--- src/rtl/ram_burst_reader.sv ---
// Burst read engine in front of a single-port synchronous-read RAM.
// Streams sequential reads through a 2-entry buffer on a valid/ready output; idle host writes pass through.
module ram_burst_reader #(
    parameter int unsigned AW = 4,
    parameter int unsigned DW = 8
) (
    input  logic          clk,
    input  logic          rst_n,
    input  logic          start,
    input  logic [AW-1:0] start_addr,
    input  logic [AW:0]   len,
    output logic          busy,
    output logic          done,
    input  logic          wr_req,
    input  logic [AW-1:0] wr_addr,
    input  logic [DW-1:0] wr_data,
    output logic          m_valid,
    output logic [DW-1:0] m_data,
    output logic          m_last,
    input  logic          m_ready,
    output logic [AW-1:0] ram_add,
    output logic [DW-1:0] ram_din,
    output logic          ram_wr_en,
    input  logic [DW-1:0] ram_dout
);

    localparam logic [AW:0] MaxLen = {1'b1, {AW{1'b0}}};
    localparam logic [AW:0] One    = {{AW{1'b0}}, 1'b1};

    typedef enum logic [1:0] {StIdle, StRead, StDrain} state_e;

    state_e        state_q, state_d;
    logic [AW-1:0] rd_ptr_q;
    logic [AW:0]   remaining_q, total_q, beat_q;
    logic          inflight_q, done_q;
    logic [1:0]    count_q;
    logic          head_q, tail_q;
    logic [DW-1:0] buf_data_q [2];
    logic          buf_last_q [2];

    logic [AW:0] len_clamped;
    logic        start_ok, push, pop, last_pop, issue;
    logic [2:0]  occ;

    assign len_clamped = (len > MaxLen) ? MaxLen : len;
    assign start_ok    = (state_q == StIdle) && start;
    assign push        = inflight_q;
    assign pop         = (count_q != 2'd0) && m_ready;
    assign last_pop    = pop && buf_last_q[head_q];
    // Occupancy after this cycle's pop, counting the word still in flight from the RAM.
    assign occ         = {1'b0, count_q} + {2'b00, inflight_q} - {2'b00, pop};

    assign m_valid = (count_q != 2'd0);
    assign m_data  = buf_data_q[head_q];
    assign m_last  = m_valid && buf_last_q[head_q];
    assign done    = done_q;

    always_ff @(posedge clk or negedge rst_n) begin
        if (!rst_n) begin
            state_q <= StIdle;
        end else begin
            state_q <= state_d;
        end
    end

    always_comb begin
        state_d = state_q;
        unique case (state_q)
            StIdle:  if (start && len_clamped != '0) state_d = StRead;
            StRead:  if (issue && remaining_q == One) state_d = StDrain;
            StDrain: if (last_pop) state_d = StIdle;
            default: state_d = StIdle;
        endcase
    end

    always_comb begin
        busy      = (state_q != StIdle);
        issue     = 1'b0;
        ram_add   = '0;
        ram_din   = '0;
        ram_wr_en = 1'b0;
        if (rst_n) begin
            unique case (state_q)
                StIdle: begin
                    ram_add   = wr_addr;
                    ram_din   = wr_data;
                    ram_wr_en = wr_req && !start;
                end
                StRead: begin
                    ram_add = rd_ptr_q;
                    issue   = (remaining_q != '0) && (occ < 3'd2);
                end
                StDrain: ram_add = rd_ptr_q;
                default: ;
            endcase
        end
    end

    always_ff @(posedge clk or negedge rst_n) begin
        if (!rst_n) begin
            rd_ptr_q      <= '0;
            remaining_q   <= '0;
            total_q       <= '0;
            beat_q        <= '0;
            inflight_q    <= 1'b0;
            done_q        <= 1'b0;
            count_q       <= 2'd0;
            head_q        <= 1'b0;
            tail_q        <= 1'b0;
            buf_data_q[0] <= '0;
            buf_data_q[1] <= '0;
            buf_last_q[0] <= 1'b0;
            buf_last_q[1] <= 1'b0;
        end else begin
            inflight_q <= issue;
            done_q     <= (start_ok && len_clamped == '0) || (state_q == StDrain && last_pop);

            if (push) begin
                buf_data_q[tail_q] <= ram_dout;
                buf_last_q[tail_q] <= (beat_q == total_q - One);
                tail_q             <= ~tail_q;
                beat_q             <= beat_q + One;
            end
            if (pop) begin
                head_q <= ~head_q;
            end

            case ({push, pop})
                2'b10:   count_q <= count_q + 2'd1;
                2'b01:   count_q <= count_q - 2'd1;
                default: count_q <= count_q;
            endcase

            if (start_ok) begin
                rd_ptr_q    <= start_addr;
                remaining_q <= len_clamped;
                total_q     <= len_clamped;
                beat_q      <= '0;
            end else if (issue) begin
                rd_ptr_q    <= rd_ptr_q + 1'b1;
                remaining_q <= remaining_q - One;
            end
        end
    end

endmodule

--- config.mk ---
export PLATFORM = sky130hd
export DESIGN_NAME = ram_burst_reader
export DESIGN_NICKNAME = d
export VERILOG_FILES = /design/src/rtl/ram_burst_reader.sv
export SDC_FILE = /design/constraint.sdc
export NUM_CORES = 1
export LEC_CHECK = 0
export BUFFER_PORTS_ARGS = -buffer_cell sky130_fd_sc_hd__buf_4
export CAP_MARGIN = 40
export CELL_PAD_IN_SITES_DETAIL_PLACEMENT = 2
export CELL_PAD_IN_SITES_GLOBAL_PLACEMENT = 2
export CORE_ASPECT_RATIO = 1.1
export CORE_MARGIN = 5
export CORE_UTILIZATION = 34
export DETAILED_ROUTE_END_ITERATION = 10
export HOLD_SLACK_MARGIN = 0.02
export PLACE_DENSITY = 0.92
export SLEW_MARGIN = 20
export SYNTH_ARGS = -nofsm -noshare
export SYNTH_HDL_FRONTEND = slang
export SYNTH_SLANG_ARGS = --single-unit
export TNS_END_PERCENT = 50
--- constraint.sdc ---
create_clock -name clk -period 3.16 [get_ports clk]
set_input_delay 0.316 -clock clk [delete_from_list [all_inputs] [get_ports clk]]
set_output_delay 0.316 -clock clk [all_outputs]
set_load 0.1 [all_outputs]
* Word level (Yosys, flattened, before mapping)
Cells that the tools add are included.
** Storage, ports and cells
- Bits in registers :: 45
- Bits in latches :: 0
- Bits in writable memories :: 0
- Bits in read-only memories :: 0
- Bits of input ports :: 34
- Output and inout bits :: 25
- Logic and storage cells :: 96
- Memories :: 0
** Cells by class
- $add $sub $neg :: 8
- Multiply operators :: 0
- Div/mod/pow operators :: 0
- $lt $le $gt $ge :: 5
- Equal/unequal tests :: 9
- Shifts and indexed selects :: 0
- Mux-type cells :: 32
- Bitwise logic cells :: 4
- Reduce and logical (&&, ||, !) cells :: 24
** Operators by type and width (number)
- $mux W8 :: 6
- $mux W5 :: 5
- $bwmux W16 :: 1
- $mux W4 :: 3
- $logic_and A1 B1 Y1 :: 11
- $reduce_bool A2 Y1 :: 5
- $reduce_bool A5 Y1 :: 2
- $sub A5 B1 Y5 const B :: 2
- $demux W8 S1 :: 1
- $mux W1 :: 8
- $pmux W4 S2 :: 1
- $mux W2 :: 3
- $pmux W2 S3 :: 1
- $add A5 B1 Y5 const B :: 1
- $eq A5 B1 Y1 const B :: 1
- $eq A5 B5 Y1 :: 1
- $gt A5 B5 Y1 const B :: 1
- $logic_not A5 Y1 :: 1
- $add A4 B1 Y4 const B :: 1
- $eq A2 B1 Y1 const B :: 2
- $eq A2 B2 Y1 const B :: 2
- $ge A2 B2 Y1 const B :: 2
- $ne A2 B2 Y1 const B :: 2
- $not A1 Y2 :: 2
- other kinds (16) :: 17

* Logic depth before layout (Yosys ltp)
Gate-level depths: netlist (run 1).
- Depth in word-level cells :: 10
- Mapped depth :: 9
- Gate-level depth less buffers :: 9

* Worst setup path after synthesis (run 1)
OpenSTA, ideal clock, no wires.
- Kind :: register to register
- Start point :: register count_q[1]
- End point :: register done_q (netlist: done)
- Setup time :: 0.070 ns
- Arrival :: 2.732 ns
- Data required time :: 3.090 ns
- Setup slack :: 0.359 ns
- Cell stages (with the launch flop) :: 4
- Path buffers :: 0
- Period minus slack after synthesis :: 2.801 ns
- Path through :: dfrtp_1 -> or2_2 -> nor2b_1 -> a31o_2
** Between the ends
- Cells in the longest elaborated chain, start to end :: 5
** RTL lines
- start, declared :: line 36 : logic [1:0] count_q;
- start signal, assigned :: line 129 : 2'b10: count_q <= count_q + 2'd1;
- start signal, assigned :: line 130 : 2'b01: count_q <= count_q - 2'd1;
- start signal, assigned :: line 131 : default: count_q <= count_q;
- $reduce_bool A2 Y1
- named net m_valid :: line 17 : output logic m_valid,
- $logic_and A1 B1 Y1 :: line 48 : assign pop = (count_q != 2'd0) && m_ready;
- $logic_and A1 B1 Y1 :: line 49 : assign last_pop = pop && buf_last_q[head_q];
- $logic_and A1 B1 Y1 :: line 116 : done_q <= (start_ok && len_clamped == '0) || (state_q == StDrain && last_pop);
- $logic_or A1 B1 Y1 :: line 116
- end signal, assigned :: line 116
- end, declared :: line 35 : logic inflight_q, done_q;
The timed path passes the listed nets, and every way through them passes these cells.
A chain may end at the register's enable or synchronous reset.

* Final worst setup path (run 1)
- Start point :: register count_q[1]
- End point :: register rd_ptr_q[3]
** Between the ends
- Cells in the longest elaborated chain, start to end :: 8
- Elaborated cells on any way between the ends :: 9
- Those cells by class :: 2 x add/sub; 1 x order compare; 2 x mux; 4 x reduce/logical
** RTL lines
- branches (longest 2 deep; another with $add A2 B1 Y3)
- $sub A3 B1 Y3 (*) :: line 51 : assign occ = {1'b0, count_q} + {2'b00, inflight_q} - {2'b00, pop};
- $lt A3 B2 Y1 (*) :: line 91 : issue = (remaining_q != '0) && (occ < 3'd2);
- $logic_and A1 B1 Y1 (*) :: line 91
- $mux W1 (*) :: line 83 : unique case (state_q)
- $mux W1 (*) :: line 82 : if (rst_n) begin
- $reduce_bool A2 Y1 (no source line) (*)
- end signal, assigned :: line 135 : rd_ptr_q <= start_addr;
- end signal, assigned :: line 140 : rd_ptr_q <= rd_ptr_q + 1'b1;
- end, declared :: line 33 : logic [AW-1:0] rd_ptr_q;
Every way passes the cells marked *.

==> results.py, run 1 <==
metrics = {
    "sta": {
        "period_needed_ns": 2.789,
        "setup_violations": 0,
        "max_freq_ghz": 0.3586,
        "tightest_slew_ns": 0.8208,
        "clock_skew_ns": 0.004769,
        "hold_viol": 0,
        "tns_ns": 0,
        "report.final.slew_viol_count": 0,
        "finalCritPeriodShare_pct": 88.25,
        "rsz0062_at_grt": "no",
        "max-slew-margin-rel_pct": 44.59,
    },
    "yosys": {
        "postSynth.asyncResetShare_pct": 100.0,
        "ys_ff_latch": 45,
        "synth_cells": 229,
        "synth.distinct_cells": 46,
        "ys_warn_count": 0,
        "synth_edf_count": 0,
        "syn_area_per_cell_um2": 10.85,
        "yosysTopAreaCell": "dfrtp_1",
        "synth_area_leaders": "dfrtp_1, mux2_2, ha_1",
        "synth_seq_area_share_pct": 45.34,
        "synth-main-ff-cell": "dfrtp_1",
        "synth_top_area_share_pct": 45.34,
        "netlist_area_um2": 2484,
        "syn-num-nets": 276,
    },
    "cts": {
        "clock-root-buffer": "clkbuf_8",
        "clk_pin_slew_worst_paths_ns": 0.10,
        "tritoncts": "done",
        "htree_levels": 2,
        "cts.sinks": 45,
        "worst_skew_pair.late_latency_ns": 0.30,
        "cts_resized": 0,
        "numCtsBuffers": 5,
        "cts_buffer_depth": 2,
    },
    "floorplan": {
        "die-width_um": 91.49,
        "ios": 59,
        "start_util_pct": 35.05,
        "rows": 32,
        "die_area_um2": 9116,
        "die_h_um": 99.64,
        "core-area_um2": 7087,
    },
    "place": {
        "io_buffers": 58,
        "dpl.hpwl_um": 5272,
        "gp_congestion": 0.7544,
    },
    "setup_path": {
        "cp_slowest_cell": "dfrtp_1",
        "cp-startpoint": "count_q[1]$_DFFE_PN0P_",
        "cp.arrival_ns": 3.01,
        "rrSetupSlack_ns": 0.37,
        "timing.rr.end": "rd_ptr_q[3]$_DFFE_PN0P_",
        "reg2reg_depth": 8,
        "worstSetupPathType": "flip-flop to flip-flop",
        "slowest_delay_ns": 0.56,
        "cp_cell_sequence": "inv_1, nor2_1, o21ai_0, fa_1, and3_1, nand3_4, or3_2, a31oi_1",
        "r2r-start": "count_q[1]$_DFFE_PN0P_",
        "cp-start-kind": "flip-flop",
        "crit_fanout": 8,
        "crit_required_ns": 3.38,
        "endpoint_kind": "flip-flop",
    },
    "drt": {
        "firstDrtPassIters": 4,
        "route.detailed.drc": 0,
        "num_vias": 1966,
        "post_drt_wl_per_cell_um": 18.79,
        "drt_iter0_drc": 34,
        "ant_nets": 0,
        "routed_wl_um": 7046,
        "vias_per_cell": 5.243,
    },
    "hold_path": {
        "hp-start": "start_addr[0]",
        "hp-class": "input port to flip-flop",
        "min_to": "rd_ptr_q[0]$_DFFE_PN0P_",
        "hold_depth": 3,
    },
    "global_routing": {
        "antenna_found_initial": 0,
        "grt.overflow.total": 0,
        "grt_max_degree": 34,
        "grt_pass1_vias": 2272,
        "grt_pass1_wl_um": 11810,
        "grt_usage_pct": 16.19,
    },
    "pwr": {
        "total_leakage_power_nw": 1.456,
        "vdd_drop_max_uv": 275.1,
        "p_per_area_nw_per_um2": 1190,
    },
    "cells_and_area": {
        "syn_to_final_growth_pct": 25.39,
        "final_core_util_pct": 43.94,
        "seqCellArea_um2": 1126,
        "nFillCells": 753,
        "layout-drive-gt1-share_pct": 35.86,
        "n_antenna_cell": 0,
        "fin_nets": 336,
        "multiInputGateArea_um2": 1280,
    },
    "run_status": {
        "outcome": "complete, no violations",
    },
    "flow_run": {
        "max_cap_violations": 0,
    },
}
==> critical path: cells and delay by family (launching register included) <==
family,cells,cell delay (ns)
buf+inv,1,0.07
simple gates,4,1.18
fa+ha+maj,1,0.50
flops,1,0.56
compound gates,2,0.38
==> cells by family after synthesis <==
kind of cell / count (synthesis) / synth area share, %
AOI/OAI and AO/OA: 28 / 7.204
adders and majority gates: 13 / 6.851
xor gates and xnor gates: 19 / 7.003
and+or+nand+nor: 75 / 16.88
DFF: 45 / 45.34
buffers and inverters: 19 / 3.124
muxes: 30 / 13.60
==> per-stage QoR <==
step | cells | hold WS (ns) | total power [mW] | setup WS, ns | area [um^2]
finish | 375 | 0.2169 | 3.706 | 0.3715 | 3114
global route | 375 | 0.2283 | 3.914 | 0.1264 | 3114
CTS | 375 | 0.2138 | 3.753 | 0.3393 | 3114
detailed placement | 366 | 0.2116 | 3.340 | 0.4426 | 3010
global placement | 365 | 0.2016 | 3.230 | 0.6072 | 3003
floorplan | 229 | 0.02041 | 2.827 | 0.3588 | 2484
==> flip-flops by register name, summed over array words and instances, names as in the netlist, 2 cells and up <==
| register | flops |
|---|---|
| buf_last_q | 2 |
| beat_q | 5 |
| remaining_q | 5 |
| count_q | 2 |
| rd_ptr_q | 4 |
| total_q | 5 |
| buf_data_q | 16 |
| state_q | 2 |
==> metal layers <==
metal	part of all wire (%)	track usage, %
met2	56	31.03
met3	3.0	2.950
met5	0	0
met1	40	18.12
met4	1.2	4.524
==> power by group <==
| group | switching [mW] | internal, mW | leakage [nW] | total, mW |
|---|---|---|---|---|
| clock network | 0.221 | 0.160 | 0.0447 | 0.382 |
| registers | 0.237 | 0.819 | 0.561 | 1.06 |
| logic | 1.55 | 0.715 | 0.849 | 2.27 |
| total | 2.01 | 1.69 | 1.46 | 3.71 |
==> final cells by class <==
class                   count  share of cell area [%]
repair buffers             62                   15.03
clock inverters             3                  0.8035
multi-input cells         165                   41.10
well taps                  85                   3.415
inverters                  10                   1.286
flip-flops and latches     45                   36.16
clock buffers               5                   2.210
==> Yosys cell counts (all sizes together), types with 6 or more instances <==
library cell  number
and3               9
clkbuf             7
dfrtp             45
ha                12
inv               10
mux2              27
nand2             16
nand4              6
nor2              16
o21ai             13
xnor2              9
xor2              10
==> cell usage in the layout, fill, tap and decap left out, types with 2 or more instances in the layout <==
cell      synthesis  routed
a21oi_1           2       2
a22oi_1           4       4
a31oi_1           2       2
and3_1            9       9
buf_4             1      61
clkbuf_8          0       5
dfrtp_1          45      45
ha_1             12      12
inv_1             9       9
mux2_2           26      26
mux2i_1           3       3
nand2_1          16      16
nand2b_1          3       3
nand3_1           3       3
nand3b_1          4       4
nand4_1           6       6
nor2_1           16      16
nor2b_1           4       4
nor3_1            3       3
o21ai_0          11      11
or4_1             2       2
xnor2_1           8       8
xor2_1           10      10
==> worst max-delay path by stage <==
stage                                   end  slack (ns)  depth (start not counted)
detailed placement   state_q[1]$_DFFE_PN0P_        0.44                          8
global placement     state_q[0]$_DFFE_PN0P_        0.61                          8
global route        rd_ptr_q[3]$_DFFE_PN0P_        0.13                          8
floorplan                    done$_DFF_PN0_        0.36                          3
CTS                 rd_ptr_q[3]$_DFFE_PN0P_        0.34                          8
finish              rd_ptr_q[3]$_DFFE_PN0P_        0.37                          8
==> what timing repair did <==
item / CTS / global route
hold buffers: 1 / 0
endpoints found under the hold margin: 12 / 0
setup buffers: 0 / 0
Power figures use the tool's default switching activity.
==> run 2, diff against run 1 <==
--- a/config.mk
+++ b/config.mk
@@ -11,10 +11,11 @@
 export CELL_PAD_IN_SITES_GLOBAL_PLACEMENT = 2
 export CORE_ASPECT_RATIO = 1.1
 export CORE_MARGIN = 5
-export CORE_UTILIZATION = 34
+export CORE_UTILIZATION = 35
+export CTS_BUF_LIST = sky130_fd_sc_hd__clkbuf_8
 export DETAILED_ROUTE_END_ITERATION = 10
 export HOLD_SLACK_MARGIN = 0.02
-export PLACE_DENSITY = 0.92
+export PLACE_DENSITY = 0.94
 export SLEW_MARGIN = 20
 export SYNTH_ARGS = -nofsm -noshare
 export SYNTH_HDL_FRONTEND = slang
==> results.py, run 2 (same netlist as run 1, synthesis figures left out) <==
metrics = {
    "cells_and_area": {
        "fin_nets": 336,
        "layout.cells.most_common": "buf_4",
        "syn_to_final_growth_pct": 25.39,
        "final_cell_mix": "buf_4, dfrtp_1, mux2_2",
        "layout-drive-gt1-share_pct": 35.86,
        "nFillCells": 745,
        "largest_reg_flops": 16,
        "instances_no_fill": 375,
        "top_register": "buf_data_q",
        "n_antenna_cell": 0,
    },
    "global_routing": {
        "grt_max_degree": 39,
        "antenna_found_initial": 0,
        "grt_util_met1_pct": 19.11,
        "grt_use_met2_pct": 33.67,
        "grt.overflow.total": 0,
        "busiest_layer": "met2",
        "grt_usage_pct": 17.44,
        "gr-usage-met3_pct": 2.773,
        "grt_pass1_vias": 2346,
        "grt_pass1_wl_um": 12360,
    },
    "setup_path": {
        "worstSetupPathType": "flip-flop to flip-flop",
        "r2r-start": "count_q[1]$_DFFE_PN0P_",
        "crit_fanout": 8,
        "rrSetupSlack_ns": 0.28,
        "crit_buf_inv": 1,
        "reg2reg_depth": 8,
        "cp_slowest_cell": "dfrtp_1",
        "cp-startpoint": "count_q[1]$_DFFE_PN0P_",
        "cp_cell_sequence": "inv_1, nor2_1, o21ai_0, fa_1, and3_1, nand3_4, or3_2, a31oi_1",
        "cp-start-kind": "flip-flop",
        "cp.arrival_ns": 3.11,
        "timing.rr.end": "rd_ptr_q[3]$_DFFE_PN0P_",
        "crit_end": "rd_ptr_q[3]$_DFFE_PN0P_",
        "path_depth": 8,
        "crit_required_ns": 3.39,
        "slowest_delay_ns": 0.55,
        "endpoint_kind": "flip-flop",
        "path_delay_family": "simple AND/OR/NAND/NOR gates",
    },
    "drt": {
        "ant_nets": 0,
        "drt_iter0_drc": 54,
        "firstDrtPassIters": 4,
        "num_vias": 1964,
        "routed_wl_um": 7492,
        "post_drt_wl_per_cell_um": 19.98,
        "route.detailed.drc": 0,
        "vias_per_cell": 5.237,
    },
    "floorplan": {
        "die_area_um2": 8883,
        "rows": 32,
        "core-area_um2": 6967,
        "ios": 59,
        "start_util_pct": 35.65,
        "die_h_um": 98.35,
        "die-width_um": 90.32,
    },
    "place": {
        "dp.cells": 366,
        "dp_slack_ns": 0.3682,
        "gp_congestion": 0.7355,
        "dpl.hpwl_um": 5694,
        "io_buffers": 58,
    },
    "cts": {
        "clock-root-buffer": "clkbuf_8",
        "tritoncts": "done",
        "cts.sinks": 45,
        "clk_pin_slew_worst_paths_ns": 0.10,
        "htree_levels": 2,
        "numCtsBuffers": 5,
        "post_cts_buffers": 0,
        "worst_skew_pair.late_latency_ns": 0.31,
        "cts_buffer_depth": 2,
    },
    "sta": {
        "tightest_slew_ns": 0.7317,
        "clock_skew_ns": 0.007913,
        "setup_ws_ns": 0.2774,
        "setup_violations": 0,
        "max-slew-margin-rel_pct": 51.22,
        "tns_ns": 0,
        "period_needed_ns": 2.883,
        "rsz0062_at_grt": "no",
        "finalCritPeriodShare_pct": 91.22,
        "max_freq_ghz": 0.3469,
        "report.final.slew_viol_count": 0,
        "worst_hold_slack_ns": 0.2383,
        "hold_viol": 0,
    },
    "flow_run": {
        "max_cap_violations": 0,
    },
    "run_status": {
        "outcome": "complete, no violations",
    },
    "hold_path": {
        "hp-class": "input port to flip-flop",
    },
}
[run 2: cell counts in the layout (fill, tap and decap cells not counted)]
Identical to the previous run, type by type.
[run 2: worst min-delay path by stage]
stage | endpoint | slack, ns | start | depth (start not counted)
final | buf_data_q[6]$_DFFE_PN0P_ | 0.24 | ram_dout[6] | 2
after detailed placement | rd_ptr_q[2]$_DFFE_PN0P_ | 0.29 | rst_n | 1
after global routing | buf_data_q[6]$_DFFE_PN0P_ | 0.23 | ram_dout[6] | 2
after global placement | rd_ptr_q[2]$_DFFE_PN0P_ | 0.28 | rst_n | 1
after floorplan | beat_q[0]$_DFFE_PN0P_ | 0.02 | rst_n | 0
after CTS | rd_ptr_q[0]$_DFFE_PN0P_ | 0.22 | start_addr[0] | 3
[run 2: through the flow]
step	utilization [%]	cell area, um^2
floorplan	-	2484
global placement	43.10	3003
detailed placement	43.21	3010
CTS	44.70	3114
global route	44.70	3114
finish	44.70	3114
[run 2: area by class of cell]
type	count	area [um^2]	share of cell area [%]
inverters	10	40.04	1.286
repair buffers	62	467.9	15.03
multi-input cells	165	1280	41.10
clock inverters	3	25.02	0.8035
flip-flops and latches	45	1126	36.16
clock buffers	5	68.82	2.210
well taps	85	106.4	3.415
[run 2: routing by layer]
metal / up-vias / share of wire [%]
met5: - / 0
met4: 0 / 1.5
met3: 10 / 2.7
met2: 31 / 57
met1: 1002 / 39
li1: 921 / -
[run 2: repair_timing]
| action | 4_1_cts | 5_1_grt |
|---|---|---|
| hold buffers | 1 | 0 |
| endpoints found under the hold margin | 26 | 0 |
| resized for setup | 0 | 0 |
Power of run 2 is not shown: default switching activity piles up to over one toggle a cycle in this logic, so the estimate is an artifact.
